[src/rtl/coin_eject_sequencer.sv]
// Coin eject sequencer: pays out a change amount using quarters, dimes and
// nickels, one coin at a time. Each coin is commanded with a one-cycle
// solenoid pulse, and the sequencer waits for the mechanism to acknowledge
// the drop. A missing acknowledge aborts the sequence and sets a sticky
// timeout flag. Any cents that cannot be paid are reported as shortfall.
module coin_eject_sequencer #(
  parameter int ACK_TIMEOUT = 15
) (
  input  logic       clk,
  input  logic       reset,
  input  logic       start,
  input  logic [8:0] amount,
  input  logic       tube_empty_q,
  input  logic       tube_empty_d,
  input  logic       tube_empty_n,
  input  logic       eject_ack,
  output logic       eject_q,
  output logic       eject_d,
  output logic       eject_n,
  output logic       busy,
  output logic       done,
  output logic [8:0] shortfall,
  output logic [6:0] ncoins,
  output logic       err_timeout
);

  // The counter only has to reach ACK_TIMEOUT-1, which is the last
  // acknowledge-wait cycle. Its width is at least one bit.
  localparam int CW = (ACK_TIMEOUT < 2) ? 1 : $clog2(ACK_TIMEOUT + 1);
  localparam logic [CW-1:0] TMO_LAST = (ACK_TIMEOUT < 1) ? {CW{1'b0}} : CW'(ACK_TIMEOUT - 1);

  typedef enum logic [2:0] {
    S_IDLE     = 3'd0,
    S_SELECT   = 3'd1,
    S_EJECT    = 3'd2,
    S_WAIT_ACK = 3'd3,
    S_DONE     = 3'd4
  } state_t;

  typedef enum logic [1:0] {
    COIN_NONE = 2'd0,
    COIN_Q    = 2'd1,
    COIN_D    = 2'd2,
    COIN_N    = 2'd3
  } coin_t;

  state_t        state_r;
  coin_t         coin_r;
  logic [8:0]    remaining_r;
  logic [CW-1:0] wait_cnt_r;

  coin_t         pick_s;
  logic [8:0]    coin_val_s;
  logic [8:0]    rem_after_s;
  logic [6:0]    ncoins_inc_s;

  // Pick the largest coin that fits in the remaining amount and whose tube
  // still holds coins. The value test is what prevents underflow later.
  function automatic coin_t pick_coin(input logic [8:0] rem,
                                      input logic       empty_q,
                                      input logic       empty_d,
                                      input logic       empty_n);
    coin_t c;
    c = COIN_NONE;
    if (!empty_q && (rem >= 9'd25)) begin
      c = COIN_Q;
    end else if (!empty_d && (rem >= 9'd10)) begin
      c = COIN_D;
    end else if (!empty_n && (rem >= 9'd5)) begin
      c = COIN_N;
    end else begin
      c = COIN_NONE;
    end
    return c;
  endfunction

  // Face value in cents of a coin code.
  function automatic logic [8:0] coin_value(input coin_t c);
    logic [8:0] v;
    case (c)
      COIN_Q:  v = 9'd25;
      COIN_D:  v = 9'd10;
      COIN_N:  v = 9'd5;
      default: v = 9'd0;
    endcase
    return v;
  endfunction

  // Coin choice and arithmetic for the next state and outputs.
  always_comb begin
    pick_s       = pick_coin(remaining_r, tube_empty_q, tube_empty_d, tube_empty_n);
    coin_val_s   = coin_value(coin_r);
    rem_after_s  = remaining_r;
    ncoins_inc_s = ncoins;
    // The guard is defensive: a coin is only ever chosen when it fits.
    if (coin_val_s <= remaining_r) begin
      rem_after_s = remaining_r - coin_val_s;
    end else begin
      rem_after_s = remaining_r;
    end
    if (ncoins == 7'd127) begin
      ncoins_inc_s = ncoins;
    end else begin
      ncoins_inc_s = ncoins + 7'd1;
    end
  end

  // Sequencer FSM. All outputs are registered here. Pulse outputs default
  // low each cycle and are raised only on the transition into the state
  // where they belong.
  always_ff @(posedge clk or posedge reset) begin
    if (reset) begin
      state_r     <= S_IDLE;
      coin_r      <= COIN_NONE;
      remaining_r <= 9'd0;
      wait_cnt_r  <= {CW{1'b0}};
      eject_q     <= 1'b0;
      eject_d     <= 1'b0;
      eject_n     <= 1'b0;
      busy        <= 1'b0;
      done        <= 1'b0;
      shortfall   <= 9'd0;
      ncoins      <= 7'd0;
      err_timeout <= 1'b0;
    end else begin
      eject_q <= 1'b0;
      eject_d <= 1'b0;
      eject_n <= 1'b0;
      done    <= 1'b0;
      case (state_r)
        S_IDLE: begin
          if (start) begin
            remaining_r <= amount;
            ncoins      <= 7'd0;
            err_timeout <= 1'b0;
            busy        <= 1'b1;
            state_r     <= S_SELECT;
          end else begin
            busy <= 1'b0;
          end
        end

        S_SELECT: begin
          coin_r     <= pick_s;
          wait_cnt_r <= {CW{1'b0}};
          if (pick_s == COIN_NONE) begin
            done      <= 1'b1;
            shortfall <= remaining_r;
            state_r   <= S_DONE;
          end else begin
            eject_q <= (pick_s == COIN_Q);
            eject_d <= (pick_s == COIN_D);
            eject_n <= (pick_s == COIN_N);
            state_r <= S_EJECT;
          end
        end

        S_EJECT: begin
          wait_cnt_r <= {CW{1'b0}};
          state_r    <= S_WAIT_ACK;
        end

        S_WAIT_ACK: begin
          // An acknowledge on the last waiting cycle still counts.
          if (eject_ack) begin
            remaining_r <= rem_after_s;
            ncoins      <= ncoins_inc_s;
            state_r     <= S_SELECT;
          end else if (wait_cnt_r >= TMO_LAST) begin
            err_timeout <= 1'b1;
            done        <= 1'b1;
            shortfall   <= remaining_r;
            state_r     <= S_DONE;
          end else begin
            wait_cnt_r <= wait_cnt_r + {{(CW-1){1'b0}}, 1'b1};
          end
        end

        S_DONE: begin
          busy    <= 1'b0;
          state_r <= S_IDLE;
        end

        default: begin
          busy    <= 1'b0;
          state_r <= S_IDLE;
        end
      endcase
    end
  end

endmodule

[config.mk]
export PLATFORM = sky130hd
export DESIGN_NAME = coin_eject_sequencer
export DESIGN_NICKNAME = d
export VERILOG_FILES = /design/src/rtl/coin_eject_sequencer.sv
export SDC_FILE = /design/constraint.sdc
export NUM_CORES = 1
export LEC_CHECK = 0
export ABC_AREA = 1
export CAP_MARGIN = 5
export CORE_MARGIN = 5
export CORE_UTILIZATION = 53
export CTS_CLUSTER_SIZE = 30
export DETAILED_ROUTE_END_ITERATION = 6
export PLACE_DENSITY = 0.9
export REMOVE_ABC_BUFFERS = 1
export SKIP_LAST_GASP = 1
export SLEW_MARGIN = 25
export SYNTH_ARGS = -nofsm -noshare
export SYNTH_HDL_FRONTEND = slang
export SYNTH_SLANG_ARGS = --single-unit
[constraint.sdc]
create_clock -name clk -period 2.7 [get_ports clk]
set_input_delay 0.27 -clock clk [delete_from_list [all_inputs] [get_ports clk]]
set_output_delay 0.27 -clock clk [all_outputs]
set_load 0.05 [all_outputs]
==> impl_results.md <==
- Met3 Use GR: 4.33%
- Crit path buf inv count: 3
- WP data arrival: 2.48 ns
- Nets: 375
- Core footprint: 0.00435 mm²
- Final Cycle Share: 84.7%
- Cts bufs inserted: 5
- Crit path capture type: flop
- Post-Synth Simple-Gate Area: 33.2%
- Initial DRC Count: 181
- Yosys warning count: 0
- # resized after CTS: 0
- FMAX: 437 MHz
- Grt total ovfl: 0
- Synth Area in Compound Gates: 7.56%
- Period minus WS final: 2.29 ns
- Min-delay worst type: in -> async
- Setup repair after global routing missed its margin: no
- Leading cell type in the layout, fill and taps excluded: nand2_1
- Syn Std Cell Area: 0.00237 mm²
- Slowest CP cell: dfrtp_1
- Detailed Routing Iterations Pass 1: 4
- Worst clock skew: 0.00356 ns
- Max-cap viol count: 0
- Largest net degree at the start of global routing: 41
- Cell count after synthesis: 307
- R2R Path End: remaining_r[3]$_DFFE_PP0P_
- Vias in the first global route: 1931
- Post-synth ARST share: 100%
- Reg-to-reg critical path startpoint: coin_r[0]$_DFFE_PP0P_
- Met1 Usage GRT: 24.8%
- CP Max Fanout: 12
- CTS clock-pin slew for the worst setup and hold paths: 0.08 ns
- Critical Path Most Common Cell: nand2_1
- DRC viols: 0
- Final HPWL DP: 3710 µm
- Clk root buf: clkbuf_8
- Critical path type: reg -> reg
- Setup TNS: 0 ns
- Crit-path max cell delay: 0.38 ns
- Post-route insts no fill: 399
- Total track usage: 18.5%
- CTS H-tree depth: 2
- Clock Sinks: 40
- ANT cells: 0
- Slew HR: 62.7%
- XOR/XNOR share of the synthesized area: 2.22%
- Syn_area_per_cell: 7.71 µm²
- Hold_buf cts: 0
- Startpoint Class: flop
- Postcts setup bufs: 0
- Setup violations, final: 0
- Initial antenna violation count: 0
- Std cell rows: 24
- WL per Instance: 13.2 µm
- Port Buffers: 37
- Die area: 0.00590 mm²
- CTS tree: built
- Cells on worst reg2reg path: 11
- Largest family of logic cells by synthesized area: simple AND/OR/NAND/NOR gates
- Die width: 76.8 µm
- Max-slew violations: 0
- Number of flops mapped to enable cells by yosys: 0
- # fillers: 380
- Crit-path leading delay family: adder cells
- Final hold viol count: 0
- Synth Register Bits: 40
- I/O pins: 38
- Die height: 76.8 µm
- Vias: 2074
- Routed vias/inst: 5.20
- Max Buffers Root-to-Sink: 2
- Cells after DPL: 392
- PwrDens: 1240 mW/mm²
- Worst-skew pair later-pin latency: 0.30 ns
- Busiest layer in global routing: met2
- Mux share of post-synthesis cell area: 0%
- Critical-path cell list: inv_1, ha_1, ha_1, nand2_1, inv_1, nand2_1, nand3_1, o21ai_4, inv_2, nand2_1, nand2_1
- Most frequent cells in the layout: nand2_1 (96), dfrtp_1 (40), clkdlybuf4s50_1 (37), inv_1 (34), nor2_1 (30)
- Post-synth top flop: dfrtp_1
- Slew @ Worst Pin: 0.558 ns
- Sequential share of the synthesized area: 42.3%
- Netlist cell types: 36
- Met2 Usage GRT: 28.4%
- CP Data Required Time: 2.89 ns
- Starting density of the core: 54.4%
- Static leakage: 1.44 nW
- Antenna-violating nets left: 0
- Synth Area in Adders: 6.66%
- First-pass GRT wire length: 8930 µm
- VDD IR max: 0.529 mV
- Area growth, synth to finish: 20.5%
- Outcome: finished, final reports clean
- Aggregate routed wire length: 5270 µm
- GP Congestion: 0.926
- R2r setup slk: 0.41 ns
- Share of cells above drive strength 1: 9.22%
- Logic depth of the worst path, buffers included: 11
-- cells in the mapped netlist (2+ instances only) --
library cell  instances  share of area, %
inv_1                34               5.4
or2_2                 2              0.53
inv_2                 5              0.79
a21oi_1               2              0.42
nand3_2               3               1.3
buf_6                 2              0.95
nand2_1              96                15
ha_1                 11               5.8
buf_2                 2              0.42
nand3_1              27               5.7
dfrtp_1              40                42
nor2_2                2              0.53
nand2_2               6               1.6
nand4_1               4               1.1
xor2_1                4               1.5
nor2_1               30               4.8
xnor2_1               2              0.74
o21ai_1               3              0.63
o21ai_0              15               3.2
-- power by group --
part	leakage, nW	switching [W]	internal, W
Sequential	0.522	0.000199	0.000801
Combinational	0.873	0.00142	0.000722
Clock	0.0410	0.000212	0.000176
-- sequential cells by signal (all words and copies together), names as in the netlist --
| name | count |
|---|---|
| state_r | 3 |
| coin_r | 2 |
| eject_n | 1 |
| done | 1 |
| busy | 1 |
| shortfall | 9 |
| err_timeout | 1 |
| eject_d | 1 |
| ncoins | 7 |
| wait_cnt_r | 4 |
| remaining_r | 9 |
| eject_q | 1 |
-- cell type report --
type / count / area [µm²] / share of cell area, %
Clock buffer: 6 / 72.6 / 2.54
Clock inverter: 1 / 5.00 / 0.176
Inverter: 40 / 155 / 5.44
Multi-Input combinational cell: 222 / 1170 / 41.2
Sequential cell: 40 / 1000 / 35.1
Tap cell: 52 / 65.1 / 2.28
Timing Repair Buffer: 38 / 378 / 13.3
-- cells by family (layout without fill, tap and decap cells) --
| logic type | Yosys count | after routing |
|---|---|---|
| flip-flops | 40 | 40 |
| XOR/XNOR | 6 | 6 |
| buffers and inverters | 45 | 85 |
| AO/OA/AOI/OAI | 28 | 28 |
| adder cells (fa/ha/maj) | 12 | 12 |
| AND/OR/NAND/NOR | 176 | 176 |
-- per-stage QoR --
step	instance area (µm²)	utilization [%]	power, W	hold WS (ns)	setup WS (ns)
3_5_place_dp	2770	63.7	0.00309	0.469	0.486
3_3_place_gp	2770	63.7	0.00302	0.470	0.593
6_report	2850	65.5	0.00353	0.405	0.412
2_1_floorplan	2330	-	0.00257	0.440	0.698
5_1_grt	2850	65.5	0.00383	0.469	0.234
4_1_cts	2850	65.5	0.00351	0.424	0.442
-- tightest hold or removal path, delay by kind of cell --
kind,cells,cell delay [ns]
buffers and inverters,3,0.88
-- how the worst max path moves through the flow --
stage | from | slack (ns) | end
2_1_floorplan | coin_r[0]$_DFFE_PP0P_ | 0.70 | remaining_r[1]$_DFFE_PP0P_
3_3_place_gp | coin_r[0]$_DFFE_PP0P_ | 0.59 | remaining_r[4]$_DFFE_PP0P_
3_5_place_dp | coin_r[0]$_DFFE_PP0P_ | 0.49 | remaining_r[1]$_DFFE_PP0P_
4_1_cts | coin_r[0]$_DFFE_PP0P_ | 0.44 | remaining_r[0]$_DFFE_PP0P_
5_1_grt | coin_r[0]$_DFFE_PP0P_ | 0.23 | remaining_r[1]$_DFFE_PP0P_
6_report | coin_r[0]$_DFFE_PP0P_ | 0.41 | remaining_r[3]$_DFFE_PP0P_
-- routing by layer --
metal  vias up  wire [µm]
met2        68       2430
met1       946       2430
met5         -          0
li1       1048          -
met4         0        127
met3        12        280
Note: power is estimated with default switching activity, not from simulation.
